$ cat config.mk
export PLATFORM = sky130hd
export DESIGN_NAME = knight_cmd_sequencer
export DESIGN_NICKNAME = d
export VERILOG_FILES = /design/src/rtl/knight_cmd_sequencer.sv
export SDC_FILE = /design/constraint.sdc
export NUM_CORES = 1
export LEC_CHECK = 0
export BUFFER_PORTS_ARGS = -buffer_cell sky130_fd_sc_hd__buf_4
export CORE_UTILIZATION = 48
export DETAILED_ROUTE_END_ITERATION = 8
export PLACE_DENSITY = 0.87
export SLEW_MARGIN = 20
export SYNTH_ARGS = -nofsm -noshare
export SYNTH_HDL_FRONTEND = slang
export SYNTH_SLANG_ARGS = --single-unit
$ cat constraint.sdc
create_clock -name clk -period 2.3 [get_ports clk]
set_input_delay 0.345 -clock clk [delete_from_list [all_inputs] [get_ports clk]]
set_output_delay 0.345 -clock clk [all_outputs]
set_load 0.005 [all_outputs]
$ cat src/rtl/knight_cmd_sequencer.sv
// Bench-side command sequencer: issues up to NUM_CMDS commands to RemoteComm and checks each response.
// Optional macro KCS_RETRY_EN: a NAKed command is re-issued once before the sequence fails.
module knight_cmd_sequencer #(
    parameter int unsigned NUM_CMDS = 8,
    parameter int unsigned TMO_W    = 24,
    parameter int unsigned TMO_CLKS = 1000000,
    parameter logic [7:0]  POS_ACK  = 8'hA5
) (
    input  logic                              clk,
    input  logic                              RST_n,
    input  logic                              start,
    input  logic [$clog2(NUM_CMDS+1)-1:0]     num_cmds,
    input  logic [16*NUM_CMDS-1:0]            cmd_list,
    output logic [15:0]                       cmd,
    output logic                              snd_cmd,
    input  logic                              cmd_snt,
    input  logic                              resp_rdy,
    input  logic [7:0]                        resp,
    output logic                              busy,
    output logic                              done,
    output logic                              pass,
    output logic                              err_tmo,
    output logic                              err_nak,
    output logic [$clog2(NUM_CMDS+1)-1:0]     cmd_idx
);

    localparam int unsigned      IW       = $clog2(NUM_CMDS + 1);
    localparam logic [IW-1:0]    MAX_IDX  = IW'(NUM_CMDS);
    localparam logic [TMO_W-1:0] TMO_LAST = TMO_W'(TMO_CLKS - 2);

    typedef enum logic [2:0] {
        IDLE,
        LOAD,
        SEND,
        WAIT_SNT,
        WAIT_RESP,
        FINISH
    } state_t;

    state_t            state_q, state_d;
    logic [IW-1:0]     n_q, n_d;
    logic [IW-1:0]     cmd_idx_q, cmd_idx_d;
    logic [15:0]       cmd_q, cmd_d;
    logic [TMO_W-1:0]  tmo_q, tmo_d;
    logic              snd_cmd_q, snd_cmd_d;
    logic              busy_q, busy_d;
    logic              done_q, done_d;
    logic              pass_q, pass_d;
    logic              err_tmo_q, err_tmo_d;
    logic              err_nak_q, err_nak_d;
    logic [15:0]       cmd_sel;
    logic              got_resp;
`ifdef KCS_RETRY_EN
    logic              retry_q, retry_d;
`endif

    always_comb begin
        cmd_sel = '0;
        for (int unsigned i = 0; i < NUM_CMDS; i++) begin
            if (cmd_idx_q == IW'(i)) begin
                cmd_sel = cmd_list[16*i +: 16];
            end
        end
    end

    always_comb begin
        state_d   = state_q;
        n_d       = n_q;
        cmd_idx_d = cmd_idx_q;
        cmd_d     = cmd_q;
        tmo_d     = tmo_q;
        pass_d    = pass_q;
        err_tmo_d = err_tmo_q;
        err_nak_d = err_nak_q;
        got_resp  = 1'b0;
`ifdef KCS_RETRY_EN
        retry_d   = retry_q;
`endif

        unique case (state_q)
            IDLE: begin
                if (start) begin
                    n_d       = (num_cmds > MAX_IDX) ? MAX_IDX : num_cmds;
                    cmd_idx_d = '0;
                    pass_d    = 1'b0;
                    err_tmo_d = 1'b0;
                    err_nak_d = 1'b0;
                    state_d   = LOAD;
                end
            end
            LOAD: begin
`ifdef KCS_RETRY_EN
                retry_d = 1'b0;
`endif
                if (cmd_idx_q == n_q) begin
                    state_d = FINISH;
                end else begin
                    cmd_d   = cmd_sel;
                    state_d = SEND;
                end
            end
            SEND: begin
                tmo_d   = '0;
                state_d = WAIT_SNT;
            end
            WAIT_SNT, WAIT_RESP: begin
                tmo_d = tmo_q + TMO_W'(1);
                // A response arriving together with cmd_snt is handled as if already in WAIT_RESP.
                got_resp = resp_rdy && ((state_q == WAIT_RESP) || cmd_snt);
                if (got_resp) begin
                    if (resp == POS_ACK) begin
                        if (cmd_idx_q < n_q) begin
                            cmd_idx_d = cmd_idx_q + IW'(1);
                        end
                        state_d = LOAD;
                    end else begin
`ifdef KCS_RETRY_EN
                        if (!retry_q) begin
                            retry_d = 1'b1;
                            state_d = SEND;
                        end else begin
                            err_nak_d = 1'b1;
                            state_d   = FINISH;
                        end
`else
                        err_nak_d = 1'b1;
                        state_d   = FINISH;
`endif
                    end
                end else if (tmo_q == TMO_LAST) begin
                    err_tmo_d = 1'b1;
                    state_d   = FINISH;
                end else if ((state_q == WAIT_SNT) && cmd_snt) begin
                    state_d = WAIT_RESP;
                end
            end
            FINISH: begin
                state_d = IDLE;
            end
            default: begin
                state_d = IDLE;
            end
        endcase

        // FINISH is always left after one clock, so this fires only on entry.
        if (state_d == FINISH) begin
            pass_d = !err_tmo_d && !err_nak_d;
        end

        snd_cmd_d = (state_d == SEND);
        done_d    = (state_d == FINISH);
        busy_d    = (state_d == LOAD) || (state_d == SEND) ||
                    (state_d == WAIT_SNT) || (state_d == WAIT_RESP);
    end

    always_ff @(posedge clk or negedge RST_n) begin
        if (!RST_n) begin
            state_q   <= IDLE;
            n_q       <= '0;
            cmd_idx_q <= '0;
            cmd_q     <= '0;
            tmo_q     <= '0;
            snd_cmd_q <= 1'b0;
            busy_q    <= 1'b0;
            done_q    <= 1'b0;
            pass_q    <= 1'b0;
            err_tmo_q <= 1'b0;
            err_nak_q <= 1'b0;
        end else begin
            state_q   <= state_d;
            n_q       <= n_d;
            cmd_idx_q <= cmd_idx_d;
            cmd_q     <= cmd_d;
            tmo_q     <= tmo_d;
            snd_cmd_q <= snd_cmd_d;
            busy_q    <= busy_d;
            done_q    <= done_d;
            pass_q    <= pass_d;
            err_tmo_q <= err_tmo_d;
            err_nak_q <= err_nak_d;
        end
    end

`ifdef KCS_RETRY_EN
    always_ff @(posedge clk or negedge RST_n) begin
        if (!RST_n) begin
            retry_q <= 1'b0;
        end else begin
            retry_q <= retry_d;
        end
    end
`endif

    assign cmd     = cmd_q;
    assign snd_cmd = snd_cmd_q;
    assign busy    = busy_q;
    assign done    = done_q;
    assign pass    = pass_q;
    assign err_tmo = err_tmo_q;
    assign err_nak = err_nak_q;
    assign cmd_idx = cmd_idx_q;

endmodule

==> summary.txt <==
met3 Track Usage GR -> 5.99%
GRT busiest layer -> met2
Rows -> 32
drc violations -> 0
Area after DPL -> 0.00531 mm^2
starting density of the core -> 50.3%
RSZ-0062 raised after global routing -> false
clock latency on the worst-skew pair -> 0.33 ns
GRT overflow -> 0
synth-to-layout area growth -> 40.1%
yosys warns -> 0
HP Class -> input port to async pin
GRT Util Overall -> 32.0%
CTS tree -> built
dpl cells -> 716
crit path max fanout -> 16
antenna viol nets, final -> 0
first-pass GRT wire length -> 21400 um
DIE AREA -> 0.00855 mm^2
grt met1 use -> 40.2%
total power -> 5.49 mW
share of synthesized flip-flops with an asynchronous set or reset -> 100%
Clk pin slew, worst setup/hold paths -> 0.07 ns
Post-Layout Inst Area -> 0.00550 mm^2
depth of the most critical reg-to-reg path -> 5
Max-Cap Viols -> 0
Syn Inst Count -> 465
WL per Instance -> 18.8 um
initial antenna violation count -> 0
Fmax -> 469 MHz
status -> finished clean
Final Max Slew Viols -> 0
Post-Syn Area -> 0.00393 mm^2
1st-iter DRT viols -> 426
Worst Slack Setup Final -> 0.168 ns
static leakage power -> 2.49 nW
Critical Path RT -> 2.50 ns
clock skew -> 0.00702 ns
Via Count -> 4646
Final Cycle Share -> 92.7%
Max Root-Sink Buffers -> 2
vias in the first global route -> 4322
drt pass-1 iters -> 5
VDD IR max -> 0.728 mV
Tmin final -> 2.13 ns
syn nets -> 620
num ports -> 171
Die H -> 92.5 um
CTS root buf -> clkbuf_8
non-filler cells in the finished layout -> 731
top_reg_cell synth -> dfrtp_1
Detailed Route WL -> 13800 um
Vias/cell -> 6.36
Netlist cell types -> 52
Core Box Area -> 0.00781 mm^2
#FFs+latches synth -> 57
worst slack at placement -> 0.104 ns
largest net degree at the start of global routing -> 58
CP Cell Sequence -> and2b_1, and2_1, a221o_1, a21oi_1, o221ai_1
P per Cell Area -> 997 mW/mm^2
Post-DP HPWL -> 10100 um
H-Tree Depth -> 3
Hold Slack -> 0.0628 ns
routability cong. -> 0.989
Synth Area per Inst -> 8.45 um^2
layout cell share with drive strength beyond 1 -> 33.1%
Rel. slew slack -> 50.4%
PortBufs -> 170
Critical Path Start Type -> flop
number of CTS-inserted buffers -> 9
Seq/Total Area, Yosys -> 36.3%
grt met2 use -> 53.9%
width of the chip -> 92.5 um
Final TNS setup -> 0 ns
most frequent cells in the layout -> 186 x buf_4, 61 x nand2_1, 57 x dfrtp_1, 53 x o21ai_0
ant diodes -> 0
Worst setup EP type -> flop
fin util -> 70.5%
Post-CTS Setup Repair Bufs -> 0
Clock Sinks -> 57
critical path class -> flop to flop
commonest non-fill, non-tap cell in the layout -> buf_4
Worst path slowest cell -> dfrtp_1
Hold Vio Cnt, Final -> 0
Crit path arrival time -> 2.33 ns
Crit path largest cell delay -> 0.53 ns
Tightest Pin Transition -> 0.744 ns
Final nets -> 780
Post-synth EDFFs -> 0
Final setup viols -> 0
-- cell usage after synthesis, types with 4 or more instances --
library cell,n,share of area [%]
and3_1,6,0.96
dfrtp_1,57,36
o221ai_1,32,7.1
a22oi_1,32,6.1
nor3_1,5,0.64
nor3b_1,4,0.76
and4_1,6,1.3
a221o_1,16,4.1
nand3_1,12,1.5
nand4_1,7,1.1
nand2_1,61,5.8
and2_1,4,0.64
ha_1,10,3.2
nor2_1,8,0.76
buf_2,5,0.64
nand2b_1,4,0.64
clkbuf_1,30,2.9
a21oi_1,32,4.1
inv_1,15,1.4
o31ai_1,4,0.76
o21ai_0,53,6.8
a31oi_1,12,1.9
-- metal layers --
metal / routed length, um / vias to the layer above
li1: - / 2143
met1: 5270 / 2170
met2: 6730 / 289
met3: 1300 / 44
met4: 457 / 0
met5: 0 / -
-- report_power, final --
part,internal (mW),switching [mW]
clock network,0.472,0.399
registers,1.26,0.235
logic,1.37,1.76
total,3.10,2.39
-- flip-flops by register name, summed over array words and instances, names as in the netlist --
name	count
busy	1
cmd	16
cmd_idx	4
done	1
err_nak	1
err_tmo	1
n_q	4
pass	1
snd_cmd	1
state_q	3
tmo_q	24
-- critical path, delay by kind of cell, from the launching register on --
kind             cells  cell delay [ns]
AO/OA/AOI/OAI        3             0.80
AND/OR/NAND/NOR      2             0.67
flip-flops           1             0.53
-- kinds of logic after synthesis --
group                    Yosys count  share of synthesized area [%]
AND/OR/NAND/NOR                  138                           18.5
adder cells (fa/ha/maj)           10                           3.19
multiplexers                       2                          0.542
AO/OA/AOI/OAI                    206                           36.1
buffers and inverters             52                           5.35
flip-flops                        57                           36.3
-- cell type report --
| cell class | instances | area (um^2) |
|---|---|---|
| Sequential cell | 57 | 1430 |
| Inverter | 15 | 56.3 |
| Multi-Input combinational cell | 356 | 2310 |
| Timing Repair Buffer | 186 | 1400 |
| Fill cell | 648 | 2310 |
| Clock buffer | 13 | 169 |
| Clock inverter | 2 | 12.5 |
| Tap cell | 102 | 128 |
-- timing repair --
item                       4_1_cts  5_1_grt
hold endpoints to repair         0        0
hold buffers                     0        0
setup endpoints to repair        0       16
gates resized for setup          0        2
-- final timing paths --
check                            start       end  slack (ns)
setup / recovery            cmd_idx[3]    cmd[3]        0.17
hold / removal                   RST_n  tmo_q[5]        0.06
setup reg to reg            cmd_idx[3]    cmd[3]        0.17
hold reg to reg                 n_q[2]    n_q[2]        0.49
max in group asynchronous        RST_n  tmo_q[4]        1.74
min in group clk           num_cmds[3]    n_q[3]        0.26
Note: power is estimated with default switching activity, not from simulation.
